### src/rtl/core_pkg.sv
// Shared core definitions: control opcodes, sequencer state encoding and target bundle.
package core_pkg;

    localparam int unsigned XLEN     = 32;
    localparam int unsigned OP_W     = 6;
    localparam int unsigned IMM_W    = 16;
    localparam int unsigned JIDX_W   = 26;

    localparam logic [OP_W-1:0] OP_RTYPE  = 6'b000000;
    localparam logic [OP_W-1:0] OP_REGIMM = 6'b000001;
    localparam logic [OP_W-1:0] OP_J      = 6'b000010;
    localparam logic [OP_W-1:0] OP_JAL    = 6'b000011;
    localparam logic [OP_W-1:0] OP_BEQ    = 6'b000100;
    localparam logic [OP_W-1:0] OP_BNE    = 6'b000101;
    localparam logic [OP_W-1:0] OP_BLEZ   = 6'b000110;
    localparam logic [OP_W-1:0] OP_BGTZ   = 6'b000111;
    localparam logic [OP_W-1:0] FUNCT_JR  = 6'b001000;

    typedef enum logic {
        RUN      = 1'b0,
        REDIRECT = 1'b1
    } seq_state_t;

    typedef struct packed {
        logic [XLEN-1:0] br_target;
        logic [XLEN-1:0] j_target;
        logic [XLEN-1:0] jr_target;
        logic            jr_misalign;
    } pc_targets_t;

    function automatic logic is_cond_branch(input logic [OP_W-1:0] op);
        return (op == OP_BEQ) || (op == OP_BNE) || (op == OP_REGIMM) ||
               (op == OP_BLEZ) || (op == OP_BGTZ);
    endfunction

endpackage

### src/rtl/pc_target_calc.sv
// Combinational redirect target generation for branch, jump and jr.
module pc_target_calc
    import core_pkg::*;
(
    input  logic [XLEN-1:0]   pc_plus4,
    input  logic [IMM_W-1:0]  imm16,
    input  logic [JIDX_W-1:0] jidx,
    input  logic [XLEN-1:0]   rs_val,
    output pc_targets_t       targets_c
);

    always_comb begin
        targets_c.br_target   = pc_plus4 + {{14{imm16[15]}}, imm16, 2'b00};
        targets_c.j_target    = {pc_plus4[31:28], jidx, 2'b00};
        targets_c.jr_target   = rs_val;
        targets_c.jr_misalign = |rs_val[1:0];
    end

endmodule

### src/rtl/pc_sequencer.sv
// Program counter owner: picks the next fetch address and drives the post-redirect flush window.
module pc_sequencer
    import core_pkg::*;
#(
    parameter logic [31:0] RESET_PC     = 32'h0000_0000,
    parameter logic [31:0] EXC_VECTOR   = 32'h0000_0080,
    parameter int unsigned FLUSH_CYCLES = 1
) (
    input  logic              clk,
    input  logic              rst,
    input  logic              stall,
    input  logic              instr_valid,
    input  logic [OP_W-1:0]   op_code,
    input  logic [OP_W-1:0]   funct,
    input  logic              is_branch,
    input  logic [IMM_W-1:0]  imm16,
    input  logic [JIDX_W-1:0] jidx,
    input  logic [XLEN-1:0]   rs_val,
    output logic [XLEN-1:0]   pc,
    output logic [XLEN-1:0]   pc_plus4,
    output logic              flush,
    output logic              addr_err,
    output logic [15:0]       redirect_cnt
);

    localparam int unsigned FCNT_W = 3;
    localparam int unsigned RCNT_W = 16;

    seq_state_t        state_q, state_d;
    logic [FCNT_W-1:0] fcnt_q, fcnt_d;
    logic [XLEN-1:0]   pc_d;
    logic              flush_d;
    logic              addr_err_d;
    logic [RCNT_W-1:0] rcnt_d;

    pc_targets_t       targets_c;
    logic              is_jump_c;
    logic              is_jr_c;
    logic              taken_c;
    logic [XLEN-1:0]   target_c;

    assign pc_plus4 = pc + 32'd4;

    pc_target_calc u_target_calc (
        .pc_plus4  (pc_plus4),
        .imm16     (imm16),
        .jidx      (jidx),
        .rs_val    (rs_val),
        .targets_c (targets_c)
    );

    // Control-class decode and target selection
    always_comb begin
        is_jump_c = (op_code == OP_J) || (op_code == OP_JAL);
        is_jr_c   = (op_code == OP_RTYPE) && (funct == FUNCT_JR);
        taken_c   = instr_valid &&
                    (is_jump_c || is_jr_c || (is_cond_branch(op_code) && is_branch));
        if (is_jr_c)        target_c = targets_c.jr_target;
        else if (is_jump_c) target_c = targets_c.j_target;
        else                target_c = targets_c.br_target;
    end

    // Next-state and registered-output logic
    always_comb begin
        state_d    = state_q;
        fcnt_d     = fcnt_q;
        pc_d       = pc;
        flush_d    = flush;
        rcnt_d     = redirect_cnt;
        addr_err_d = 1'b0;

        if (!stall) begin
            case (state_q)
                RUN: begin
                    pc_d    = pc_plus4;
                    flush_d = 1'b0;
                    if (taken_c) begin
                        if (is_jr_c && targets_c.jr_misalign) begin
                            pc_d       = EXC_VECTOR;
                            addr_err_d = 1'b1;
                        end else begin
                            pc_d = target_c;
                        end
                        rcnt_d  = redirect_cnt + 16'd1;
                        state_d = REDIRECT;
                        fcnt_d  = FCNT_W'(FLUSH_CYCLES);
                        flush_d = 1'b1;
                    end
                end
                REDIRECT: begin
                    pc_d = pc_plus4;
                    if (fcnt_q <= FCNT_W'(1)) begin
                        fcnt_d  = '0;
                        state_d = RUN;
                        flush_d = 1'b0;
                    end else begin
                        fcnt_d = fcnt_q - FCNT_W'(1);
                    end
                end
                default: begin
                    state_d = RUN;
                    flush_d = 1'b0;
                end
            endcase
        end
    end

    always_ff @(posedge clk) begin
        if (rst) begin
            state_q      <= RUN;
            fcnt_q       <= '0;
            pc           <= RESET_PC;
            flush        <= 1'b0;
            addr_err     <= 1'b0;
            redirect_cnt <= '0;
        end else begin
            state_q      <= state_d;
            fcnt_q       <= fcnt_d;
            pc           <= pc_d;
            flush        <= flush_d;
            addr_err     <= addr_err_d;
            redirect_cnt <= rcnt_d;
        end
    end

endmodule

### config.mk
export PLATFORM = sky130hd
export DESIGN_NAME = pc_sequencer
export DESIGN_NICKNAME = d
export VERILOG_FILES = /design/src/rtl/core_pkg.sv /design/src/rtl/pc_target_calc.sv /design/src/rtl/pc_sequencer.sv
export SDC_FILE = /design/constraint.sdc
export NUM_CORES = 1
export LEC_CHECK = 0
export CORE_ASPECT_RATIO = 2
export CORE_MARGIN = 5
export CORE_UTILIZATION = 47
export CTS_CLUSTER_SIZE = 10
export DETAILED_ROUTE_END_ITERATION = 8
export GPL_ROUTABILITY_DRIVEN = 0
export HOLD_SLACK_MARGIN = 0.06
export PLACE_DENSITY = 0.8
export SYNTH_ARGS = -nofsm -noshare
export SYNTH_HDL_FRONTEND = slang
export SYNTH_SLANG_ARGS = --single-unit
### constraint.sdc
create_clock -name clk -period 5.8 [get_ports clk]
set_clock_uncertainty 0.2 [all_clocks]
set_input_delay 1.16 -clock clk [delete_from_list [all_inputs] [get_ports clk]]
set_output_delay 1.16 -clock clk [all_outputs]
set_load 0.01 [all_outputs]
* Word level (Yosys, flattened, before mapping)
Cells that the tools add are included.
Cells by class: order comparisons 1, reduce and logical (&&, ||, !) cells 17, mux-type cells 14, bitwise gates (word level) 3, $add $sub $neg 4, equality and inequality tests 10
Operators with widths (count):
- $mux W32 | 4
- $pmux W32 S2 | 1
- $add A32 B3 Y32 const B | 1
- $add A32 B32 Y32 | 1
- $eq A6 B3 Y1 const B | 4
- $add A16 B1 Y16 const B | 1
- $eq A6 B2 Y1 const B | 2
- $logic_or A1 B1 Y1 | 7
- $eq A6 B1 Y1 const B | 1
- $eq A6 B4 Y1 const B | 1
- $logic_not A6 Y1 | 1
- $mux W3 | 2
- $pmux W3 S2 | 1
- $logic_and A1 B1 Y1 | 4
- $mux W1 | 4
- $pmux W1 S2 | 2
- $reduce_and A2 Y1 | 2
- $reduce_or A4 Y1 | 1
- $le A3 B1 Y1 const B | 1
- $not A1 Y1 | 3
- $reduce_and A3 Y1 | 1
- $sub A3 B1 Y3 const B | 1
- $ne A2 B1 Y1 const B | 1
- $ne A2 B2 Y1 const B | 1
- $reduce_or A2 Y1 | 1
Storage, ports and cells: flip-flop bits (word level) 54, input bits 91, logic and storage cells 55, output and inout port bits 82

* Depth between registers and ports, before layout
Gate-level depths: netlist of run 1.
word-level depth 10, mapped depth 18

* By module
From an unflattened synthesis of run 1, not the netlist that was laid out.
Unflattened totals: cell total of the unflattened synthesis 788, area total of the unflattened synthesis 5864.4 um2
By module, submodules not included:
- pc_sequencer | area each 3902.5 um2, times used 1, cells each 518
- pc_target_calc | area each 1961.9 um2, times used 1, cells each 270

* Worst setup path before layout of run 1
Ideal clock, no wire load.
path type flip-flop to flip-flop, start point register pc[2], end point register pc[31], clock period less this slack 4.197 ns, data arrival time 3.871 ns, cell stages (with the launch flop) 17, setup slack 1.603 ns, required time 5.474 ns, library setup time 0.126 ns, cell sequence dfxtp_1 ha_1 and2_0 nand2_1 nor2_1 nand3_1 xnor2_1 ha_1 clkbuf_1 and4_1 nand2_1 or3_1 or2_2 a41o_1 o31ai_1 a221o_1 nor3_1
Between the ends: longest elaborated chain between the ends 7
Ends and longest elaborated chain:
- start: declaration | RTL line pc_sequencer.sv:19 | output logic [XLEN-1:0] pc,
- start signal: assignment | RTL line pc_sequencer.sv:119 | pc <= pc_d;
- $add A32 B3 Y32 | RTL line pc_sequencer.sv:42 | assign pc_plus4 = pc + 32'd4;
- named net pc_plus4[24] | RTL line pc_sequencer.sv:20 | output logic [XLEN-1:0] pc_plus4,
- $add A32 B32 Y32 | RTL line pc_target_calc.sv:13 | targets_c.br_target = pc_plus4 + {{14{imm16[15]}}, imm16, 2'b00};
- $mux W32 | RTL line pc_sequencer.sv:59 | else if (is_jump_c) target_c = targets_c.j_target;
- $mux W32 | RTL line pc_sequencer.sv:58 | if (is_jr_c) target_c = targets_c.jr_target;
- $mux W32 | RTL line pc_sequencer.sv:78 | if (is_jr_c && targets_c.jr_misalign) begin
- $mux W32 | RTL line pc_sequencer.sv:77 | if (taken_c) begin
- $pmux W32 S2 | RTL line pc_sequencer.sv:73 | case (state_q)
The timed path passes the listed nets, and every way through them passes these cells. A chain may end at the register's enable or synchronous reset.

* Final worst setup path of run 1
start point register pc[2], end point output port pc_plus4[30]
Between the ends: longest elaborated chain between the ends 1
Ends and longest elaborated chain (RTL line):
- $add A32 B3 Y32 | pc_sequencer.sv:42
- end: declaration | pc_sequencer.sv:20
No other way between the ends.

==> results of run 1 <==
## cell families after synthesis
logic type	Yosys count	synth area share
adder cells (fa/ha/maj)	38	0.0949
buffers and inverters	66	0.0511
AO/OA/AOI/OAI	242	0.304
XOR/XNOR	59	0.102
flip-flops	54	0.212
AND/OR/NAND/NOR	233	0.236
## final cells by class
| type | count | area share |
|---|---|---|
| sequential | 54 | 0.153 |
| tap | 137 | 0.0243 |
| clock buffer | 5 | 0.0177 |
| clock inverter | 3 | 0.00408 |
| inverter | 30 | 0.0160 |
| multi-input combinational | 572 | 0.531 |
| timing repair buffer | 182 | 0.254 |
## worst reg2reg max path, stage by stage, from the launching register on
cell     delay [ns]
dfxtp_1        0.52
ha_1           0.36
and2_0         0.18
buf_4          0.17
nand2_1        0.17
nor4_1         0.74
xor2_1         0.24
ha_1           0.45
and2_1         0.22
nand2_1        0.09
or3_1          0.40
or2_2          0.31
a41o_1         0.25
o31ai_1        0.27
a221o_1        0.19
nor3_1         0.04
## final timing paths
kind	startpoint	end	slack [ns]	cells after the start
max	pc[2]$_SDFFE_PP0N_	pc_plus4[30]	0.82	8
min	pc[1]$_SDFFE_PP0P_	pc[1]$_SDFFE_PP0P_	0.30	1
min reg2reg	pc[1]$_SDFFE_PP0P_	pc[1]$_SDFFE_PP0P_	0.30	1
max reg2reg	pc[2]$_SDFFE_PP0N_	pc[31]$_SDFFE_PP0N_	0.90	15
## sequential cells by signal, summed over array words and instances, names as in the netlist
name and cells:
pc 32, redirect_cnt 16, fcnt_q 3, addr_err 1, flush 1, state_q 1
## power groups by stage
stage	clock network [mW]	logic (mW)	registers (mW)
6_report	0.337	0.323	0.392
5_1_grt	0.352	0.348	0.393
4_1_cts	0.338	0.318	0.391
3_5_place_dp	0	0.316	0.400
3_3_place_gp	0	0.309	0.400
2_1_floorplan	0	0.165	0.401
## cells in the mapped netlist, types with 13 or more instances
cell and n:
o22ai_1 19, ha_1 37, o221ai_1 15, a21o_1 13, a21oi_1 76, inv_1 30, dfxtp_1 54, xor2_1 25
xnor2_1 34, clkbuf_1 29, nand2_1 48, nor2_1 59, nand3_1 20, o21ai_0 51, nand4_1 19, nor3_1 18
## cells in the final DEF (no fill, tap or decap), types with 7 or more instances in the layout
master / instances
buf_4: 10
nor4_1: 9
o21ai_0: 50
o21bai_1: 7
and2_1: 8
a221oi_1: 9
nand4_1: 19
a21o_1: 13
nand3_1: 20
clkdlybuf4s50_1: 171
a21oi_1: 76
dfxtp_1: 54
xor2_1: 25
inv_1: 30
o22ai_1: 19
nand2_1: 48
nor2_1: 59
ha_1: 37
a31oi_1: 7
xnor2_1: 34
and3_1: 8
o221ai_1: 15
or3_1: 11
nor3_1: 18
## layer usage
layer	GRT usage	wire length [µm]	up-vias
li1	-	-	2884
met1	0.273	6490	2922
met2	0.560	10800	353
met3	0.0629	1420	125
met4	0.217	1580	0
met5	0	0	-
## per-stage QoR
stage          utilization  cells  area (µm²)
2_1_floorplan            -    692        5090
3_3_place_gp         0.655    975        6900
3_5_place_dp         0.655    975        6900
4_1_cts              0.669    983        7060
5_1_grt              0.669    983        7060
6_report             0.669    983        7060
==> results.sh, run 1 <==
export IMPL_cts_buffers=5
export IMPL_cp_slowest_cell="nor4_1"
export IMPL_layout_min_cycle_time_ns=4.98
export IMPL_grt_max_degree=57
export IMPL_synth_enable_flop_cells=0
export IMPL_p_leak_nw=2.66
export IMPL_switching_share=0.329
export IMPL_grt_pass1_wl_um=31600
export IMPL_clk_path_buf_depth=2
export IMPL_port_buffers=172
export IMPL_pin_count=173
export IMPL_path_class="flip-flop to output port"
export IMPL_routed_wl_um=20300
export IMPL_synthCells=692
export IMPL_design_core_area_mm2=0.0105
export IMPL_cp_end_kind="output port"
export IMPL_comb_power_share=0.307
export IMPL_num_antenna_cells=0
export IMPL_area_growth_pct=38.7
export IMPL_syn_nets=821
export IMPL_async_flop_share=0
export IMPL_setup_violations=0
export IMPL_hp_class="flip-flop to flip-flop"
export IMPL_intPower_mw=0.706
export IMPL_post_cts_buffers=0
export IMPL_setup_ws_ns=0.817
export IMPL_clk_latency_ns=0.31
export IMPL_ys_types=65
export IMPL_synthTopCellsByArea="dfxtp_1 (21%), ha_1 (9.1%), a21oi_1 (7.5%)"
export IMPL_drive_above_1_share=0.0390
export IMPL_p_sw_mw=0.346
export IMPL_worst_path_buf_inv=2
export IMPL_root_buffer="clkbuf_16"
export IMPL_drv_cap=0
export IMPL_peakVddDrop_uv=154
export IMPL_clock_fmax_ghz=0.201
export IMPL_crit_family="simple AND/OR/NAND/NOR gates"
export IMPL_cts_sink_count=54
export IMPL_drc=0
export IMPL_cts_resized=0
export IMPL_postRouteAntennaNets=0
export IMPL_nNetsFinal=974
export IMPL_cts_tree="built"
export IMPL_seq_area_frac_synth=0.212
export IMPL_avgRoutedWirePerCell_um=20.6
export IMPL_antenna_found_initial=0
export IMPL_grt_pass1_vias=6430
export IMPL_synthFlopType="dfxtp_1"
export IMPL_cts_hold_buf=0
export IMPL_drt_first_pass_iters=6
export IMPL_fin_setup_tns_ns=0
export IMPL_netlist_area_mm2=0.00509
export IMPL_yosysWarningCount=0
export IMPL_drv_slew=0
export IMPL_seqPwrFrac=0.372
export IMPL_dp_hpwl_um=15400
export IMPL_report_power_total_mw=1.05
export IMPL_slew_headroom=0.432
export IMPL_status="finished, final reports clean"
export IMPL_rsz0062_at_grt="false"
export IMPL_overflow=0
export IMPL_drt_initial_drc_count=449
export IMPL_layout_worst_path_cycle_share=0.859
export IMPL_p_per_area_mw_per_mm2=149
export IMPL_clkSlewWorstSetupHoldPaths_ns=0.08
export IMPL_viasPerCell=6.39
export IMPL_clkPwrFrac=0.320
export IMPL_ctsHtreeMaxLevel=2
export IMPL_multi_input_area_mm2=0.00375
export IMPL_grt_use_total=0.296
export IMPL_synth_avg_cell_area_um2=7.35
export IMPL_start_util=0.483
export IMPL_worst_pin_slew_ns=0.852
export IMPL_synth_top_area_cell="dfxtp_1"
export IMPL_crit_arrival_ns=3.62
export IMPL_critPathMaxFanout=8
export IMPL_ys_ff_latch=54
export IMPL_critPathRequiredTime_ns=4.44
export IMPL_cpPeakStageDelay_ns=0.74
export IMPL_die_width_um=83.6
export IMPL_regArea_mm2=0.00108
export IMPL_whs_ns=0.297
export IMPL_hold_viol_final=0
export IMPL_dieArea_mm2=0.0131
export IMPL_die_y_um=157
export IMPL_fillers=896
export IMPL_synth_top_area_share=0.212
export IMPL_path_cells="ha_1 > and2_0 > buf_4 > nand2_1 > nor4_1 > nand3_1 > xnor2_1 > clkdlybuf4s50_1"
export IMPL_startpoint_type="flip-flop"
export IMPL_place_ws_ns=0.907
export IMPL_std_cell_rows=53
export IMPL_vias=6284
No activity file was read; power rests on OpenSTA's default activity.
==> run 2, diff against run 1 <==
--- a/config.mk
+++ b/config.mk
@@ -7,12 +7,12 @@
 export LEC_CHECK = 0
 export CORE_ASPECT_RATIO = 2
 export CORE_MARGIN = 5
-export CORE_UTILIZATION = 47
+export CORE_UTILIZATION = 30
 export CTS_CLUSTER_SIZE = 10
 export DETAILED_ROUTE_END_ITERATION = 8
 export GPL_ROUTABILITY_DRIVEN = 0
 export HOLD_SLACK_MARGIN = 0.06
-export PLACE_DENSITY = 0.8
+export PLACE_DENSITY = 0.55
 export SYNTH_ARGS = -nofsm -noshare
 export SYNTH_HDL_FRONTEND = slang
 export SYNTH_SLANG_ARGS = --single-unit
==> results.sh, run 2 (synthesis results as in run 1) <==
export IMPL_status="finished, final reports clean"
export IMPL_ctsHtreeMaxLevel=2
export IMPL_dieArea_mm2=0.0198
export IMPL_die_y_um=194
export IMPL_start_util=0.304
export IMPL_nNetsFinal=977
export IMPL_num_antenna_cells=0
export IMPL_fin_setup_tns_ns=0
export IMPL_std_cell_rows=67
export IMPL_clkSlewWorstSetupHoldPaths_ns=0.09
export IMPL_startpoint_type="flip-flop"
export IMPL_clk_latency_ns=0.31
export IMPL_critPathRequiredTime_ns=4.44
export IMPL_critPathMaxFanout=8
export IMPL_cts_sink_count=54
export IMPL_setup_violations=0
export IMPL_worst_pin_slew_ns=0.887
export IMPL_p_per_area_mw_per_mm2=147
export IMPL_drv_cap=0
export IMPL_area_growth_pct=40.9
export IMPL_final_cell_mix="clkdlybuf4s50_1 (171), a21oi_1 (76), nor2_1 (59), dfxtp_1 (54), o21ai_0 (50)"
export IMPL_largest_reg_flops=32
export IMPL_clock_fmax_ghz=0.201
export IMPL_drive_above_1_share=0.0424
export IMPL_layout_worst_path_cycle_share=0.856
export IMPL_rsz0062_at_grt="false"
export IMPL_cts_buffers=5
export IMPL_cts_hold_buf=0
export IMPL_peakVddDrop_uv=114
export IMPL_postRouteAntennaNets=0
export IMPL_layout_min_cycle_time_ns=4.97
export IMPL_grt_pass1_wl_um=32900
export IMPL_pin_count=173
export IMPL_cts_resized=0
export IMPL_vias=6062
export IMPL_routed_wl_um=21700
export IMPL_grt_use_total=0.212
export IMPL_cts_tree="built"
export IMPL_drt_first_pass_iters=4
export IMPL_p_leak_nw=2.68
export IMPL_clk_path_buf_depth=2
export IMPL_antenna_found_initial=0
export IMPL_avgRoutedWirePerCell_um=20.5
export IMPL_path_class="flip-flop to output port"
export IMPL_design_core_area_mm2=0.0168
export IMPL_viasPerCell=5.74
export IMPL_slew_headroom=0.406
export IMPL_grt_pass1_vias=6264
export IMPL_die_width_um=102
export IMPL_port_buffers=172
export IMPL_root_buffer="clkbuf_16"
export IMPL_drv_slew=0
export IMPL_cp_end_kind="output port"
export IMPL_fin_util=0.428
export IMPL_post_cts_buffers=0
export IMPL_top_register="pc"
export IMPL_drt_initial_drc_count=233
export IMPL_dp_hpwl_um=16900
export IMPL_grt_max_degree=45
export IMPL_final_common_cell="clkdlybuf4s50_1"
export IMPL_overflow=0
export IMPL_fillers=1759
export IMPL_reg_top3="pc (32), redirect_cnt (16), fcnt_q (3)"
export IMPL_drc=0
export IMPL_hold_viol_final=0
export IMPL_crit_arrival_ns=3.61
export IMPL_hp_class="flip-flop to flip-flop"
[run 2: path summary, 6_finish.rpt]
path	slack, ns	start	endpoint	depth (start not counted)
worst max-delay path	0.83	pc[2]$_SDFFE_PP0N_	pc_plus4[30]	8
worst min-delay path	0.30	pc[1]$_SDFFE_PP0P_	pc[1]$_SDFFE_PP0P_	1
worst max register to register	0.89	pc[2]$_SDFFE_PP0N_	pc[31]$_SDFFE_PP0N_	15
worst min register to register	0.30	pc[1]$_SDFFE_PP0P_	pc[1]$_SDFFE_PP0P_	1
[run 2: worst max-delay path, stage by stage (launching register included)]
cell             delay, ns
dfxtp_1               0.52
ha_1                  0.36
and2_0                0.18
buf_4                 0.16
nand2_1               0.17
nor4_1                0.75
nand3_1               0.18
xnor2_1               0.36
clkdlybuf4s50_1       0.62
[run 2: metal layers]
metal,GRT usage,vias up,routed length [µm]
li1,-,2894,-
met1,0.206,2890,7350
met3,0.0317,59,1040
met5,0,-,0
met4,0.0920,0,879
met2,0.418,219,12400
[run 2: power breakdown]
part,switching (mW),internal (mW)
logic,0.162,0.161
registers,0.0132,0.379
clock network,0.173,0.167
total,0.348,0.707
[run 2: area by class of cell]
cell class | count | area (µm²) | area share
Sequential cell | 54 | 1080 | 0.151
Inverter | 30 | 113 | 0.0157
Multi-Input combinational cell | 572 | 3750 | 0.523
Clock buffer | 5 | 125 | 0.0175
Timing Repair Buffer | 185 | 1810 | 0.253
Tap cell | 207 | 259 | 0.0361
Clock inverter | 3 | 28.8 | 0.00401
[run 2: stage by stage]
stage	std cells	total power [mW]	area [µm²]	hold slack (ns)	setup slack, ns
final	1056	1.05	7170	0.304	0.832
after global routing	1056	1.10	7170	0.315	0.587
after CTS	1056	1.06	7170	0.306	0.837
after detailed placement	1048	0.721	7010	0.289	0.931
after global placement	1048	0.718	7010	0.271	0.969
after floorplan	692	0.566	5090	0.271	1.60
